==> config.mk <==
export PLATFORM = sky130hd
export DESIGN_NAME = obstacle_avoid_ctrl
export DESIGN_NICKNAME = d
export VERILOG_FILES = /design/src/rtl/obstacle_avoid_ctrl.sv
export SDC_FILE = /design/constraint.sdc
export NUM_CORES = 1
export LEC_CHECK = 0
export CELL_PAD_IN_SITES_DETAIL_PLACEMENT = 0
export CELL_PAD_IN_SITES_GLOBAL_PLACEMENT = 2
export CORE_MARGIN = 2
export CORE_UTILIZATION = 39
export DETAILED_ROUTE_END_ITERATION = 6
export PLACE_DENSITY_LB_ADDON = 0.1
export SETUP_SLACK_MARGIN = 0.02
export SKIP_LAST_GASP = 1
export SYNTH_ARGS = -nofsm -noshare
export SYNTH_HDL_FRONTEND = slang
export SYNTH_SLANG_ARGS = --single-unit
export TNS_END_PERCENT = 10
==> constraint.sdc <==
create_clock -name clk -period 7.25 [get_ports clk]
set_clock_uncertainty 0.05 [all_clocks]
set_input_delay 0.725 -clock clk [delete_from_list [all_inputs] [get_ports clk]]
set_output_delay 0.725 -clock clk [all_outputs]
set_load 0.03 [all_outputs]
==> src/rtl/obstacle_avoid_ctrl.sv <==
// Obstacle-avoidance controller: echo fall detection, median-of-3 distance filter,
// forward/back/turn/lost motor FSM with a sample watchdog.
module obstacle_avoid_ctrl #(
    parameter int unsigned NEAR_CM     = 20,
    parameter int unsigned FAR_CM      = 30,
    parameter int unsigned BACK_CYC    = 8000,
    parameter int unsigned TURN_CYC    = 6000,
    parameter int unsigned TIMEOUT_CYC = 4000
) (
    input  logic       clk,
    input  logic       rst_n,
    input  logic       echo,
    input  logic [7:0] dis,
    output logic [7:0] dis_filt,
    output logic       sample_vld,
    output logic       near,
    output logic       lost,
    output logic [1:0] motor
);

    // State codes equal the motor command so motor is the state register itself.
    localparam logic [1:0] ST_LOST = 2'b00;
    localparam logic [1:0] ST_FWD  = 2'b01;
    localparam logic [1:0] ST_BACK = 2'b10;
    localparam logic [1:0] ST_TURN = 2'b11;

    localparam logic [7:0]  MAX_CM       = 8'd99;
    localparam logic [7:0]  NEAR_L       = 8'(NEAR_CM);
    localparam logic [7:0]  FAR_L        = 8'(FAR_CM);
    localparam logic [15:0] BACK_LAST    = 16'(BACK_CYC - 1);
    localparam logic [15:0] TURN_LAST    = 16'(TURN_CYC - 1);
    localparam logic [15:0] TIMEOUT_LAST = 16'(TIMEOUT_CYC - 1);

    function automatic logic [7:0] clamp_cm(input logic [7:0] d);
        return (d > MAX_CM) ? MAX_CM : d;
    endfunction

    function automatic logic [7:0] median3(input logic [7:0] a, input logic [7:0] b,
                                           input logic [7:0] c);
        logic [7:0] lo;
        logic [7:0] hi;
        lo = (a < b) ? a : b;
        hi = (a < b) ? b : a;
        if (c < lo)      return lo;
        else if (c > hi) return hi;
        else             return c;
    endfunction

    logic        echo_p0, echo_p1, echo_p2;
    logic        fall;
    logic [7:0]  b0, b1;
    logic [7:0]  din;
    logic [7:0]  filt_nxt;
    logic [15:0] wdog;
    logic        timeout;
    logic [1:0]  state, state_nxt;
    logic [15:0] timer, timer_nxt;

    // Stage p0..p2: echo synchroniser and falling-edge detect
    always_ff @(posedge clk) begin
        if (!rst_n) begin
            echo_p0 <= 1'b0;
            echo_p1 <= 1'b0;
            echo_p2 <= 1'b0;
        end else begin
            echo_p0 <= echo;
            echo_p1 <= echo_p0;
            echo_p2 <= echo_p1;
        end
    end

    assign fall     = echo_p2 & ~echo_p1;
    assign din      = clamp_cm(dis);
    assign filt_nxt = median3(din, b0, b1);

    // Capture stage: sample history, filtered distance and its valid pulse
    always_ff @(posedge clk) begin
        if (!rst_n) begin
            b0         <= MAX_CM;
            b1         <= MAX_CM;
            dis_filt   <= MAX_CM;
            near       <= 1'b0;
            sample_vld <= 1'b0;
        end else begin
            sample_vld <= fall;
            if (fall) begin
                b1       <= b0;
                b0       <= din;
                dis_filt <= filt_nxt;
                near     <= (filt_nxt < NEAR_L);
            end
        end
    end

    always_ff @(posedge clk) begin
        if (!rst_n)                wdog <= 16'd0;
        else if (fall)             wdog <= 16'd0;
        else if (wdog != 16'hFFFF) wdog <= wdog + 16'd1;
    end

    // A sample arriving on the expiry cycle cancels the timeout.
    assign timeout = !fall && (wdog == TIMEOUT_LAST);

    always_comb begin
        state_nxt = state;
        timer_nxt = 16'd0;
        if (timeout) begin
            state_nxt = ST_LOST;
        end else begin
            case (state)
                ST_LOST: if (sample_vld) state_nxt = (dis_filt >= FAR_L) ? ST_FWD : ST_BACK;
                ST_FWD:  if (dis_filt < NEAR_L) state_nxt = ST_BACK;
                ST_BACK: begin
                    if (timer == BACK_LAST) state_nxt = ST_TURN;
                    else                    timer_nxt = timer + 16'd1;
                end
                ST_TURN: begin
                    if (timer == TURN_LAST) begin
                        if (dis_filt >= FAR_L) state_nxt = ST_FWD;
                    end else begin
                        timer_nxt = timer + 16'd1;
                    end
                end
                default: state_nxt = ST_LOST;
            endcase
        end
    end

    // FSM stage: state and slot timer
    always_ff @(posedge clk) begin
        if (!rst_n) begin
            state <= ST_LOST;
            timer <= 16'd0;
        end else begin
            state <= state_nxt;
            timer <= timer_nxt;
        end
    end

    assign motor = state;
    assign lost  = (state == ST_LOST);

endmodule

==> results_dict.tcl <==
set metrics [dict create \
    rsz0062_at_grt "false" \
    cp-start-kind "input port" \
    ys.flop_type "dfxtp_1" \
    swShare_pct 29.7 \
    min_period_ns 5.92 \
    synthesis.area_um2 3490 \
    synthCells 412 \
    ys_ff_latch 63 \
    grt_overflow_total 0 \
    cp.required_ns 7.41 \
    drt_pre_antenna_iters 4 \
    grt_max_degree 26 \
    cts_buffer_depth 2 \
    relSlewSlack_pct 32.3 \
    p_leak_uw 0.00153 \
    port_buffers 23 \
    clock_power_share_pct 36.5 \
    synth.largest_area_cell "dfxtp_1" \
    status "finished, final reports clean" \
    hold_buffers 0 \
    sequentialPowerShare_pct 42.4 \
    synth_common_cells "dfxtp_1 (63), nor2_1 (57), nand2_1 (36), ha_1 (28), a21oi_1 (24)" \
    synth_edf_count 0 \
    max-vdd-ir-drop_mv 0.106 \
    cp_cell_sequence "clkdlybuf4s50_1 -> o311a_4 -> nor2_1 -> nand2_1 -> inv_1 -> ha_1 -> o2111ai_1 -> a31oi_1 -> or2_2 -> nand2_1 -> o21ai_0 -> ha_1 -> a21o_1 -> a21o_1 -> a21oi_4 -> o311a_4 -> a22oi_4 -> mux2i_2 -> o221ai_1 -> a211oi_1 -> o21ai_1" \
    grt_pass1_vias 2806 \
    arrival_ns 6.08 \
    worst-path-buf-inv 2 \
    initial_core_util_pct 40.2 \
    drc 0 \
    core-area_um2 8680 \
    yosys.cell_types.count 59 \
    synth.avg_cell_area_um2 8.47 \
    post-cts-setup-buffers 0 \
    finalSetupViolations 0 \
    crit_family "compound AO/OA/AOI/OAI gates" \
    async_flop_share_pct 0 \
    wl_per_cell_um 15.2 \
    p_sw_uw 254 \
    post_drt_via_cell_ratio 5.29 \
    htree_levels 3 \
    cts.clk_slew.worst_paths_ns 0.07 \
    num_vias 2889 \
    worst_pin_slew_ns 1.01 \
    finalCritPeriodShare_pct 81.6 \
    die_x_um 98.6 \
    final_max_slew_viol_count 0 \
    antenna_left 0 \
    fill_cells 867 \
    hold_viol 0 \
    cts-buffers-inserted 9 \
    clock-root-buffer "clkbuf_8" \
    cts_tree "done" \
    rows 34 \
    multi_input_area_um2 2090 \
    area_growth_pct 14.9 \
    die-area_um2 9720 \
    seqCellArea_um2 1260 \
    globalplace.congestion 0.950 \
    fin_nets 473 \
    cts_resized 0 \
    grt_usage_pct 18.1 \
    dpl.hpwl_mm 6.21 \
    clock-sinks 63 \
    layout_setup_ws_ns 1.33 \
    ys_top_cells_by_area "dfxtp_1 (36%), ha_1 (10%), nor2_1 (6.1%), nand2_1 (3.9%), xor2_1 (3.8%)" \
    powerDensity_nw_per_um2 214 \
    max_freq_ghz 0.169 \
    critPathKind "in -> reg" \
    fp.dieH_um 98.6 \
    drv_cap 0 \
    io_pins 24 \
    drive_gt1_share_pct 6.62 \
    hold_class "reg -> reg" \
    clk_latency_ns 0.34 \
    synth_most_common_cell "dfxtp_1" \
    fin_tns_setup_ns 0 \
    intPower_uw 603 \
    grt_pass1_wl_mm 13.9 \
    antenna_found_initial 0 \
    drtIter0Drc 107 \
    slowest_stage "nand2_1" \
    insertedDiodeCount 0 \
    cp_slowest_stage_delay_ns 0.45 \
    synth_nets 451 \
    crit_path_end_kind "register" \
    finalWirelength_mm 8.28 \
    power_frac_comb_pct 21.1 \
    synth_top_area_share_pct 36.1 \
    crit_path_max_fanout 21 \
    ys_seq_area_share_pct 36.1 \
    yosys_warnings 0 \
    pre_cts_slack_ns 1.09 \
]
## worst paths after layout
check / endpoint / slack (ns) / start / depth (start not counted)
max: near / 1.33 / dis[4] / 21
min: echo_p1 / 0.39 / echo_p0 / 1
max reg2reg: near / 2.37 / b0[6] / 17
min reg2reg: echo_p1 / 0.39 / echo_p0 / 1
## registers in the layout, summed over array words and instances (netlist names)
register,cells
near,1
b1,8
motor,2
sample_vld,1
timer,16
dis_filt,8
echo_p0,1
wdog,16
echo_p2,1
echo_p1,1
b0,8
## cell families after synthesis
| family | Yosys count | share of synthesized area, % |
|---|---|---|
| and+or+nand+nor | 162 | 22.4 |
| xor gates and xnor gates | 24 | 6.02 |
| buffers and inverters | 36 | 3.91 |
| adders and majority gates | 28 | 10.0 |
| DFF | 63 | 36.1 |
| AOI/OAI and AO/OA | 88 | 18.2 |
| muxes | 10 | 3.16 |
| other | 1 | 0.107 |
## metal layers
layer,vias up,global-route usage [%],share of wire [%],wire length (um)
met5,-,0,0,0
met2,53,27.4,44,3620
met4,0,7.48,1.5,127
met3,12,4.68,4.7,386
met1,1331,24.5,50,4140
li1,1493,-,-,-
## cell usage in the layout (no fill, tap or decap), types with 2 or more instances in the layout
| master | instances |
|---|---|
| nand2_1 | 36 |
| nand4_1 | 9 |
| a21o_1 | 3 |
| mux2_2 | 2 |
| clkbuf_8 | 11 |
| mux2i_1 | 6 |
| nor3_1 | 9 |
| inv_1 | 22 |
| nor4_1 | 2 |
| o22ai_1 | 4 |
| or2_2 | 2 |
| nand2b_1 | 6 |
| clkdlybuf4s50_1 | 23 |
| a31oi_1 | 2 |
| a21oi_1 | 24 |
| nor2_1 | 57 |
| o221ai_1 | 2 |
| o22a_1 | 3 |
| o211ai_1 | 2 |
| or3b_1 | 2 |
| nand3_1 | 15 |
| ha_1 | 28 |
| o311a_4 | 2 |
| or3_1 | 2 |
| a311oi_1 | 2 |
| mux2i_2 | 2 |
| o21ai_1 | 3 |
| and3_1 | 5 |
| o21ai_0 | 17 |
| o311ai_0 | 2 |
| dfxtp_1 | 63 |
| a211oi_1 | 2 |
| xnor2_1 | 9 |
| and2_1 | 7 |
| nor2b_1 | 4 |
| a22oi_1 | 6 |
| o2111ai_1 | 2 |
| xor2_1 | 15 |
## stage by stage
| stage | hold slack, ns | area (um2) | util (%) | instances | total power (uW) |
|---|---|---|---|---|---|
| floorplan | 0.362 | 3490 | - | 412 | 499 |
| global placement | 0.376 | 3810 | 43.9 | 531 | 552 |
| detailed placement | 0.380 | 3810 | 43.9 | 531 | 550 |
| CTS | 0.399 | 4010 | 46.2 | 546 | 870 |
| global route | 0.420 | 4010 | 46.2 | 546 | 906 |
| finish | 0.390 | 4010 | 46.2 | 546 | 857 |
## layout make-up
type                    instances  area share (%)
multi-input cells             313            52.2
flip-flops and latches         63            31.5
repair buffers                 24            5.93
clock buffers                  12            3.87
well taps                     108            3.37
inverters                      23            2.15
clock inverters                 3            1.06
## power by group through the flow
stage / logic, uW / registers [uW] / clock network (uW)
after floorplan: 123 / 376 / 0
after global placement: 181 / 371 / 0
after detailed placement: 179 / 371 / 0
after CTS: 180 / 363 / 327
after global routing: 199 / 365 / 342
final: 181 / 363 / 313
No activity file was read; power rests on OpenSTA's default activity.
